<file path="src/rtl/i2s_receiver.sv">
// Purpose : slave-mode I2S deserializer, serial stream -> parallel left/right words, with lock tracking.
// Latency : new pair and sample_valid appear the cycle after the 1->0 word_select edge that closes the frame.
// Backpr. : none; the serial master cannot be stalled, so each frame is presented once and then overwritten.
//
// Ports:
//   s_clk        - serial bit clock (only clock); reset - async active-low
//   word_select  - I2S WS (0 = left, 1 = right); sound_bit_in - I2S serial data, MSB first
//   left_sample / right_sample - last complete pair, SILENCE while unlocked
//   sample_valid - one-cycle pulse per delivered pair; length_error - pulses with it on a bad half length
//   locked       - high from the cycle after the first delivered pair until timeout or reset
module i2s_receiver #(
  parameter int                      SAMPLE_WIDTH   = 12,
  parameter int                      EXPECTED_BITS  = 13,
  parameter int                      TIMEOUT_CYCLES = 64,
  parameter logic [SAMPLE_WIDTH-1:0] SILENCE        = 12'h800
) (
  input  logic                    s_clk,
  input  logic                    reset,
  input  logic                    word_select,
  input  logic                    sound_bit_in,
  output logic [SAMPLE_WIDTH-1:0] left_sample,
  output logic [SAMPLE_WIDTH-1:0] right_sample,
  output logic                    sample_valid,
  output logic                    locked,
  output logic                    length_error
);

  localparam int CW = $clog2(TIMEOUT_CYCLES + 1);

  localparam logic [1:0] UNLOCKED = 2'd0;
  localparam logic [1:0] LEFT     = 2'd1;
  localparam logic [1:0] RIGHT    = 2'd2;

  logic [1:0]              state_q, state_d;
  logic                    ws_q, ws_d;
  logic [CW-1:0]           cnt_q, cnt_d;
  logic [SAMPLE_WIDTH-1:0] shift_q, shift_d;
  logic [SAMPLE_WIDTH-1:0] left_hold_q, left_hold_d;
  logic                    len_l_q, len_l_d;
  logic [SAMPLE_WIDTH-1:0] left_q, left_d;
  logic [SAMPLE_WIDTH-1:0] right_q, right_d;
  logic                    valid_q, valid_d;
  logic                    locked_q, locked_d;
  logic                    lenerr_q, lenerr_d;

  logic                    ws_edge, ws_rise, ws_fall;
  logic                    timeout;
  logic                    len_bad;
  logic [SAMPLE_WIDTH-1:0] word_now;

  assign ws_d    = word_select;
  assign ws_edge = (word_select != ws_q);
  assign ws_rise = ws_edge & ~ws_q;
  assign ws_fall = ws_edge &  ws_q;

  // cnt_q counts bits of the current half already seen; the bit arriving in an
  // edge cycle still belongs to the old word, so that half's length is cnt_q + 1.
  assign len_bad = (cnt_q != CW'(EXPECTED_BITS - 1));

  // Timeout fires on the cycle the counter would reach TIMEOUT_CYCLES; a
  // coincident edge takes priority.
  assign timeout = (state_q != UNLOCKED) && !ws_edge && (cnt_q >= CW'(TIMEOUT_CYCLES - 1));

  // Word including this cycle's bit; bits are placed left-aligned so a short
  // half leaves its unfilled LSBs at zero and bits past SAMPLE_WIDTH drop out.
  always_comb begin
    word_now = shift_q;
    for (int i = 0; i < SAMPLE_WIDTH; i++) begin
      if (int'(cnt_q) == SAMPLE_WIDTH - 1 - i) begin
        word_now[i] = sound_bit_in;
      end
    end
  end

  always_comb begin
    cnt_d = cnt_q;
    if (ws_edge) begin
      cnt_d = '0;
    end else if (cnt_q != CW'(TIMEOUT_CYCLES)) begin
      cnt_d = cnt_q + CW'(1);
    end
    shift_d = ws_edge ? '0 : word_now;
  end

  always_comb begin
    state_d     = state_q;
    left_hold_d = left_hold_q;
    len_l_d     = len_l_q;
    left_d      = left_q;
    right_d     = right_q;
    valid_d     = 1'b0;
    lenerr_d    = 1'b0;
    case (state_q)
      UNLOCKED: begin
        // Only a right->left transition marks a frame start; anything before it is partial.
        if (ws_fall) state_d = LEFT;
      end
      LEFT: begin
        if (ws_rise) begin
          left_hold_d = word_now;
          len_l_d     = len_bad;
          state_d     = RIGHT;
        end else if (timeout) begin
          state_d = UNLOCKED;
          left_d  = SILENCE;
          right_d = SILENCE;
        end
      end
      RIGHT: begin
        if (ws_fall) begin
          left_d   = left_hold_q;
          right_d  = word_now;
          valid_d  = 1'b1;
          lenerr_d = len_l_q | len_bad;
          state_d  = LEFT;
        end else if (timeout) begin
          state_d = UNLOCKED;
          left_d  = SILENCE;
          right_d = SILENCE;
        end
      end
      default: begin
        state_d = UNLOCKED;
        left_d  = SILENCE;
        right_d = SILENCE;
      end
    endcase
    // Lock is declared only once a whole frame has been delivered.
    locked_d = (state_d != UNLOCKED) && (locked_q || valid_q);
  end

  always_ff @(posedge s_clk or negedge reset) begin
    if (!reset) begin
      state_q     <= UNLOCKED;
      ws_q        <= 1'b0;
      cnt_q       <= '0;
      shift_q     <= '0;
      left_hold_q <= '0;
      len_l_q     <= 1'b0;
      left_q      <= SILENCE;
      right_q     <= SILENCE;
      valid_q     <= 1'b0;
      locked_q    <= 1'b0;
      lenerr_q    <= 1'b0;
    end else begin
      state_q     <= state_d;
      ws_q        <= ws_d;
      cnt_q       <= cnt_d;
      shift_q     <= shift_d;
      left_hold_q <= left_hold_d;
      len_l_q     <= len_l_d;
      left_q      <= left_d;
      right_q     <= right_d;
      valid_q     <= valid_d;
      locked_q    <= locked_d;
      lenerr_q    <= lenerr_d;
    end
  end

  assign left_sample  = left_q;
  assign right_sample = right_q;
  assign sample_valid = valid_q;
  assign locked       = locked_q;
  assign length_error = lenerr_q;

endmodule

</file>
<file path="config.mk">
export PLATFORM = sky130hd
export DESIGN_NAME = i2s_receiver
export DESIGN_NICKNAME = d
export VERILOG_FILES = /design/src/rtl/i2s_receiver.sv
export SDC_FILE = /design/constraint.sdc
export NUM_CORES = 1
export LEC_CHECK = 0
export CAP_MARGIN = 25
export CORE_ASPECT_RATIO = 1.2
export CORE_UTILIZATION = 60
export CTS_CLUSTER_DIAMETER = 40
export DETAILED_ROUTE_END_ITERATION = 16
export PLACE_DENSITY = 0.84
export SYNTH_ARGS = -nofsm -noshare
export SYNTH_HDL_FRONTEND = slang
export SYNTH_SLANG_ARGS = --single-unit
</file>
<file path="constraint.sdc">
create_clock -name s_clk -period 4.9 [get_ports s_clk]
set_input_delay 0.735 -clock s_clk [delete_from_list [all_inputs] [get_ports s_clk]]
set_output_delay 0.735 -clock s_clk [all_outputs]
set_load 0.01 [all_outputs]
</file>
==> flow_summary.toml, run 1 <==
[placement]
port_buffers = 30
preCtsSetupSlack_ns = 1.64
routabilityCongestion = 0.831
dp.cells = 323
post-dp-hpwl_mm = 3.59
standard_cell_area_after_detailed_placement_mm2 = 0.00312

[critical_path]
critical_path.cell_chain = "clkdlybuf4s50_1 > inv_1 > ha_1 > nand2b_1 > nor3_2 > o21ai_2 > a22o_1"
critical_path.top_delay_family = "compound AO/OA/AOI/OAI gates"
critical_path.endpoint_type = "flip-flop"
critical_path.startpoint_type = "input port"
crit_arrival_ns = 3.13
timing.critical_path.fanout_max = 22
crit_type = "in -> reg"
required_time_of_the_worst_setup_path_ns = 5.14
worst_path_max_delay_cell = "sky130_fd_sc_hd__ha_1"
worst_r2r_startpoint = "cnt_q[0]"
cpPeakStageDelay_ns = 0.62
worst_setup_path_startpoint = "word_select"
timing.critical_path.buf_inv = 2

[power_and_ir_drop]
max-vdd-ir-drop_uv = 283
cellPowerDensity_mw_per_mm2 = 479
p_total_mw = 1.61
p_leak_nw = 1.56

[yosys]
syn-mean-instance-area_um2 = 11.4
yosysUniqueCellTypes = 46
synth_area_mm2 = 0.00281
yosysWarningCount = 0
yosys_most_used_dff = "sky130_fd_sc_hd__dfrtp_1"
synth-seq-area-share = 0.554
ys_ff_latch = 62
synth_edf_count = 0
synthArstFlopShare = 1.00
syn-instance-count = 247
synth_fp_nets = 261

[cells_and_area]
post_route_cells_drive_above_1_share = 0.0989
multi_input_area_mm2 = 0.00114
final_cell_count_no_fill = 339
utilization = 0.769
final_cell_area_mm2 = 0.00335
antenna_cells_inserted = 0
number_of_filler_cells_placed_in_the_layout = 294
most_common_library_cell_in_the_layout_ignoring_fill_and_taps = "sky130_fd_sc_hd__dfrtp_1"
ff_latch_area_mm2 = 0.00155
area_growth_pct = 19.4
final_nets = 292
mostFrequentLayoutCells = "60 x sky130_fd_sc_hd__dfrtp_1, 29 x sky130_fd_sc_hd__clkdlybuf4s50_1, 18 x sky130_fd_sc_hd__nor2_1, 18 x sky130_fd_sc_hd__nand2_1, 15 x sky130_fd_sc_hd__nor2b_1"

[die]
ios = 31
std_cell_rows = 26
initial_core_util = 0.644
design.core.area_mm2 = 0.00436
die_height_um = 76.9
die_width_um = 64.4
die_area_mm2 = 0.00496

[status]
outcome = "completed"

[route]
wl_met3_um = 237
drt-total-wl_mm = 5.69
highest_layer = "met4"
via_count = 1979
drc = 0
met2_wirelength_mm = 2.86
firstDrtPassIters = 4
ant_nets = 0
detail_route.iter0.violations = 184
detail_route.wirelength.met1_mm = 2.50
avgRoutedWirePerCell_um = 16.8
routed_via_density = 5.84

[cts]
clkLatencyLatePin_ns = 0.34
cts.sink_count = 62
hold_buffers = 0
worst_setup_hold_path_clk_slew_ns = 0.07
cts_buf_count = 9
post_cts.repair.setup_buffers = 0
cts_htree_levels = 3
post_cts_sizing = 0
ctsLongestPathBuffers = 2
tritoncts = "yes"
cts.root.buffer_cell = "sky130_fd_sc_hd__clkbuf_8"

[min_path]
hp-class = "reg -> reg"
timing.hold.worst.start = "right_sample[11]"

[sta]
hold_viol = 0
setup_tns_ns = 0
report.final.setup_viol = 0
final.setup.worst_slack_ns = 2.00
achievable-frequency_mhz = 345
post-route-period-util = 0.591
rsz_0062_raised_after_global_routing = "false"
final.min_clock_period_ns = 2.90
clock_skew_ns = 0.00844
tightestPinTransition_ns = 0.945
slew_viol_final = 0
hold_slack_ns = 0.481
timing.max_slew.rel_slack = 0.370

[grt]
globalRouteTotalUtil = 0.269
first_global_vias = 1948
gr-total-overflow = 0
grt_antenna_before_repair = 0
grt_start_max_net_pins = 63
grt_first_pass_wirelength_mm = 9.78

[job]
drv.max_cap_violation_count = 0
## state kept, by name, summed over array words and instances (netlist names)
register and count:
right_sample 12, cnt_q 7, left_sample 12, sample_valid 1, ws_q 1, state_q 2
length_error 1, shift_q 12, len_l_q 1, left_hold_q 12, locked 1
## layer usage
metal  GRT usage  vias to the layer above
li1            -                      929
met1       0.356                      980
met2       0.417                       58
met3      0.0580                       12
met4       0.136                        0
met5           0                        -
## final cells by class
type                       instances  share of cell area
sequential                        62               0.464
tap                               56              0.0209
inverter                          10              0.0112
clock buffer                      11              0.0452
multi-input combinational        162               0.340
clock inverter                     5              0.0243
timing repair buffer              33              0.0948
## cell usage after synthesis (2+ instances only)
cell type / count / area [um^2]
sky130_fd_sc_hd__mux2i_1: 12 / 120
sky130_fd_sc_hd__a31oi_1: 3 / 18.8
sky130_fd_sc_hd__buf_2: 3 / 15.0
sky130_fd_sc_hd__nor4b_1: 3 / 26.3
sky130_fd_sc_hd__and2_1: 7 / 43.8
sky130_fd_sc_hd__o2bb2ai_1: 11 / 96.3
sky130_fd_sc_hd__xnor2_1: 5 / 43.8
sky130_fd_sc_hd__nand4_1: 2 / 12.5
sky130_fd_sc_hd__nor2b_1: 15 / 93.8
sky130_fd_sc_hd__a21oi_1: 14 / 70.1
sky130_fd_sc_hd__nand2_1: 18 / 67.6
sky130_fd_sc_hd__a22o_1: 11 / 96.3
sky130_fd_sc_hd__nor2_1: 18 / 67.6
sky130_fd_sc_hd__dfstp_2: 2 / 52.6
sky130_fd_sc_hd__nand2b_1: 2 / 12.5
sky130_fd_sc_hd__buf_4: 2 / 15.0
sky130_fd_sc_hd__ha_1: 10 / 125
sky130_fd_sc_hd__nand3_1: 4 / 20.0
sky130_fd_sc_hd__nor3_1: 2 / 10.0
sky130_fd_sc_hd__dfrtp_1: 60 / 1500
sky130_fd_sc_hd__clkbuf_1: 5 / 18.8
sky130_fd_sc_hd__o21ai_0: 4 / 20.0
sky130_fd_sc_hd__buf_6: 2 / 22.5
sky130_fd_sc_hd__inv_1: 10 / 37.5
## logic make-up after synthesis
group	synth area share
buf+inv	0.0401
simple gates	0.154
compound gates	0.146
flops	0.554
fa+ha+maj	0.0446
mux	0.0428
xor+xnor	0.0187
## power breakdown
part | total [mW] | switching, mW | internal (mW)
Clock | 0.515 | 0.201 | 0.314
Combinational | 0.426 | 0.256 | 0.170
Sequential | 0.664 | 0.0582 | 0.606
## worst paths after layout
| check | slack, ns | depth (start not counted) | endpoint |
|---|---|---|---|
| max | 2.00 | 7 | left_sample[8] |
| min | 0.48 | 2 | right_sample[11] |
| max reg2reg | 2.51 | 5 | left_sample[8] |
| min reg2reg | 0.48 | 2 | right_sample[11] |
| max in group asynchronous | 3.86 | 2 | cnt_q[4] |
| min in group asynchronous | 0.55 | 2 | state_q[1] |
## worst register-to-register path, stage by stage, from the launching register on
cell	delay, ns
sky130_fd_sc_hd__dfrtp_1	0.45
sky130_fd_sc_hd__ha_1	0.29
sky130_fd_sc_hd__a211oi_1	0.41
sky130_fd_sc_hd__nor3_2	0.13
sky130_fd_sc_hd__o21ai_2	0.77
sky130_fd_sc_hd__a22o_1	0.28
No activity file was read; power rests on OpenSTA's default activity.
==> run 2, diff against run 1 <==
- CORE_UTILIZATION: 60 -> 50
- PLACE_DENSITY: 0.84 -> 0.75
- clock period: 4.9 -> 2.5 ns (I/O delays scaled with it)
==> flow_summary.toml, run 2 (same netlist as run 1, synthesis figures left out) <==
[status]
outcome = "completed"

[critical_path]
regToRegEndpoint = "left_sample[9]"
critical_path.top_delay_family = "compound AO/OA/AOI/OAI gates"
critical_path.cell_chain = "ha_1 > a211oi_1 > nor3_2 > o21ai_2 > a22o_1"
worst-path-stages = 5
timing.critical_path.fanout_max = 22
number_of_cells_on_the_worst_reg_to_reg_path = 5
critical_path.startpoint_type = "flip-flop"
worst_r2r_startpoint = "cnt_q[1]"
worst_setup_path_startpoint = "cnt_q[1]"
ff_to_ff_setup_slack_ns = 0.21
crit_arrival_ns = 2.57
critical_path.endpoint_type = "flip-flop"
critPathCapture = "left_sample[9]"
worst_path_max_delay_cell = "sky130_fd_sc_hd__o21ai_2"
crit_type = "reg -> reg"
timing.critical_path.buf_inv = 0
required_time_of_the_worst_setup_path_ns = 2.78
cpPeakStageDelay_ns = 0.76

[sta]
setup_tns_ns = 0
post-route-period-util = 0.916
final.min_clock_period_ns = 2.29
slew_viol_final = 0
hold_viol = 0
achievable-frequency_mhz = 436
report.final.setup_viol = 0
hold_slack_ns = 0.0572
rsz_0062_raised_after_global_routing = "false"
tightestPinTransition_ns = 0.950
timing.max_slew.rel_slack = 0.366
clock_skew_ns = 0.00716

[cells_and_area]
ff_latch_area_mm2 = 0.00155
number_of_filler_cells_placed_in_the_layout = 424
mostFrequentLayoutCells = "60 x sky130_fd_sc_hd__dfrtp_1, 29 x sky130_fd_sc_hd__clkdlybuf4s50_1, 18 x sky130_fd_sc_hd__nor2_1, 18 x sky130_fd_sc_hd__nand2_1, 15 x sky130_fd_sc_hd__nor2b_1"
area_growth_pct = 21.5
multi_input_area_mm2 = 0.00114
post_route_cells_drive_above_1_share = 0.105
most_common_library_cell_in_the_layout_ignoring_fill_and_taps = "sky130_fd_sc_hd__dfrtp_1"
antenna_cells_inserted = 0
final_nets = 295

[min_path]
hp-class = "in -> async"

[placement]
post-dp-hpwl_mm = 3.63
routabilityCongestion = 0.822
port_buffers = 30

[cts]
worst_setup_hold_path_clk_slew_ns = 0.07
post_cts_sizing = 0
post_cts.repair.setup_buffers = 0
cts.sink_count = 62
clkLatencyLatePin_ns = 0.34
cts_htree_levels = 3
cts.root.buffer_cell = "sky130_fd_sc_hd__clkbuf_8"
hold_buffers = 0
cts_buf_count = 9
ctsLongestPathBuffers = 2
tritoncts = "yes"

[die]
die_height_um = 84.1
die_area_mm2 = 0.00592
design.core.area_mm2 = 0.00533
ios = 31
std_cell_rows = 29
die_width_um = 70.4
initial_core_util = 0.526

[grt]
grt_antenna_before_repair = 0
first_global_vias = 1909
gr-total-overflow = 0
globalRouteTotalUtil = 0.207
grt_start_max_net_pins = 36
grt_first_pass_wirelength_mm = 9.38

[route]
drt-total-wl_mm = 5.53
via_count = 1950
ant_nets = 0
drc = 0
detail_route.iter0.violations = 137
routed_via_density = 5.60
firstDrtPassIters = 4
avgRoutedWirePerCell_um = 15.9

[power_and_ir_drop]
cellPowerDensity_mw_per_mm2 = 942
max-vdd-ir-drop_uv = 371
p_leak_nw = 1.59

[job]
drv.max_cap_violation_count = 0
-- run 2: cell types whose count changed in the layout (fill, tap and decap cells not counted), sizes merged --
cell / delta
buf: +3
bufinv: +1
clkinv: -1
-- run 2: per-stage QoR --
| step | instances | worst slack (ns) | utilization | area [um^2] | total power [mW] |
|---|---|---|---|---|---|
| detailed placement | 332 | -0.0369 | 0.593 | 3160 | 2.13 |
| finish | 348 | 0.209 | 0.639 | 3410 | 3.21 |
| global route | 348 | 0.0501 | 0.639 | 3410 | 3.39 |
| floorplan | 247 | 0.785 | - | 2810 | 1.92 |
| CTS | 348 | 0.233 | 0.639 | 3410 | 3.23 |
| global placement | 332 | 0.0210 | 0.593 | 3160 | 2.11 |
-- run 2: worst register-to-register path, stage by stage, from the launching register on --
cell and delay [ns]:
sky130_fd_sc_hd__dfrtp_1 0.45, sky130_fd_sc_hd__ha_1 0.27, sky130_fd_sc_hd__a211oi_1 0.39, sky130_fd_sc_hd__nor3_2 0.09
sky130_fd_sc_hd__o21ai_2 0.76, sky130_fd_sc_hd__a22o_1 0.27
-- run 2: cell type report --
| class | instances | area share |
|---|---|---|
| sequential | 62 | 0.456 |
| clock buffer | 11 | 0.0415 |
| inverter | 10 | 0.0110 |
| multi-input combinational | 162 | 0.334 |
| clock inverter | 5 | 0.0312 |
| tap | 62 | 0.0228 |
| timing repair buffer | 36 | 0.103 |
-- run 2: how the worst min path moves through the flow --
stage / startpoint / end / slack, ns
after floorplan: reset / cnt_q[0] / 0.08
after global placement: reset / ws_q / 0.43
after detailed placement: reset / ws_q / 0.44
after CTS: reset / ws_q / 0.09
after global routing: reset / ws_q / 0.11
final: reset / ws_q / 0.06
-- run 2: metal layers --
| layer | track usage | vias to the layer above | part of all wire |
|---|---|---|---|
| li1 | - | 931 | - |
| met1 | 0.263 | 978 | 0.44 |
| met2 | 0.342 | 34 | 0.51 |
| met3 | 0.0507 | 7 | 0.035 |
| met4 | 0.0727 | 0 | 0.014 |
| met5 | 0 | - | 0 |
-- run 2: report_power, final --
group	internal (mW)	leakage [nW]	switching (mW)
combinational	0.337	0.650	0.495
clock	0.691	0.120	0.389
sequential	1.19	0.819	0.113
total	2.21	1.59	0.997
==> run 3, diff against run 2 <==
- CORE_MARGIN: default -> 5
==> flow_summary.toml, run 3 (same netlist as run 1, synthesis figures left out) <==
[status]
outcome = "completed"

[route]
via_count = 1918
routed_via_density = 5.48
ant_nets = 0
drc = 0
firstDrtPassIters = 4
detail_route.iter0.violations = 81
drt-total-wl_mm = 5.46
avgRoutedWirePerCell_um = 15.6

[cells_and_area]
utilization = 0.601
most_common_library_cell_in_the_layout_ignoring_fill_and_taps = "sky130_fd_sc_hd__dfrtp_1"
final_cell_area_mm2 = 0.00334
antenna_cells_inserted = 0
post_route_cells_drive_above_1_share = 0.105
area_growth_pct = 18.9
mostFrequentLayoutCells = "60 x sky130_fd_sc_hd__dfrtp_1, 29 x sky130_fd_sc_hd__clkdlybuf4s50_1, 18 x sky130_fd_sc_hd__nor2_1, 18 x sky130_fd_sc_hd__nand2_1, 15 x sky130_fd_sc_hd__nor2b_1"
final_cell_count_no_fill = 350
final_nets = 295
number_of_filler_cells_placed_in_the_layout = 494

[grt]
grt_start_max_net_pins = 34
gr-total-overflow = 0
first_global_vias = 1944
grt_antenna_before_repair = 0
globalRouteTotalUtil = 0.167
grt_first_pass_wirelength_mm = 9.39

[placement]
standard_cell_area_after_detailed_placement_mm2 = 0.00316
post-dp-hpwl_mm = 3.74
routabilityCongestion = 0.889
preCtsSetupSlack_ns = -0.0351
dp.cells = 334
port_buffers = 30

[cts]
cts.sink_count = 62
cts.root.buffer_cell = "sky130_fd_sc_hd__clkbuf_8"
hold_buffers = 0
ctsLongestPathBuffers = 2
cts_htree_levels = 3
worst_setup_hold_path_clk_slew_ns = 0.07
tritoncts = "yes"
cts_buf_count = 9
post_cts.repair.setup_buffers = 0
clkLatencyLatePin_ns = 0.34

[critical_path]
required_time_of_the_worst_setup_path_ns = 2.76
timing.critical_path.fanout_max = 11
crit_type = "reg -> reg"
cpPeakStageDelay_ns = 0.46
critical_path.endpoint_type = "flip-flop"
critical_path.cell_chain = "inv_1 > ha_1 > and2_1 > nor2_1 > nand3_1 > o2bb2ai_1"
critical_path.startpoint_type = "flip-flop"
crit_arrival_ns = 2.34
worst_path_max_delay_cell = "sky130_fd_sc_hd__nand3_1"

[die]
ios = 31
die_area_mm2 = 0.00722
design.core.area_mm2 = 0.00556
die_width_um = 78.4
initial_core_util = 0.505
die_height_um = 92.1
std_cell_rows = 30

[sta]
final.setup.worst_slack_ns = 0.417
slew_viol_final = 0
hold_slack_ns = 0.0802
rsz_0062_raised_after_global_routing = "false"
achievable-frequency_mhz = 480
tightestPinTransition_ns = 0.678
setup_tns_ns = 0
report.final.setup_viol = 0
timing.max_slew.rel_slack = 0.541
final.min_clock_period_ns = 2.08
clock_skew_ns = 0.0104
hold_viol = 0
post-route-period-util = 0.833

[power_and_ir_drop]
cellPowerDensity_mw_per_mm2 = 862
p_total_mw = 2.88
max-vdd-ir-drop_uv = 293
p_leak_nw = 1.55

[min_path]
hp-class = "in -> async"

[job]
drv.max_cap_violation_count = 0
-- run 3: cell type report --
cell class | count | area (um^2) | share of cell area
clock buffer | 10 | 128 | 0.0382
multi-input combinational | 162 | 1150 | 0.344
clock inverter | 6 | 38.8 | 0.0116
timing repair buffer | 36 | 353 | 0.106
tap | 64 | 80.1 | 0.0240
inverter | 10 | 37.5 | 0.0112
sequential | 62 | 1550 | 0.466
-- run 3: final timing paths --
kind                                   from          endpoint  slack, ns  cells after the start
setup / recovery                 state_q[1]  right_sample[10]       0.42                      6
hold / removal                        reset              ws_q       0.08                      1
setup reg to reg                 state_q[1]  right_sample[10]       0.42                      6
hold reg to reg            right_sample[11]  right_sample[11]       0.49                      2
max in group asynchronous             reset  right_sample[11]       1.76                      2
min in group s_clk         right_sample[11]  right_sample[11]       0.49                      2
-- run 3: routing by layer --
layer  vias to the layer above  global-route usage  wire (um)
met1                       947               0.218       2410
met4                         0              0.0860        119
met2                        33               0.255       2740
met5                         -                   0          0
met3                        10              0.0452        195
li1                        928                   -          -
-- run 3: critical path: cells and delay by family, from the launching register on --
| family | cells | cell delay, ns |
|---|---|---|
| fa+ha+maj | 1 | 0.22 |
| simple gates | 3 | 0.97 |
| flops | 1 | 0.42 |
| compound gates | 1 | 0.29 |
| buf+inv | 1 | 0.08 |
-- run 3: power by group --
part / switching, mW / internal (mW)
clock: 0.390 / 0.355
sequential: 0.109 / 1.19
combinational: 0.493 / 0.344
-- run 3: what timing repair did --
item / in CTS / in global routing
endpoints found under the hold margin: 0 / 0
gates resized for setup: 0 / 1
endpoints found under the setup margin: 0 / 5
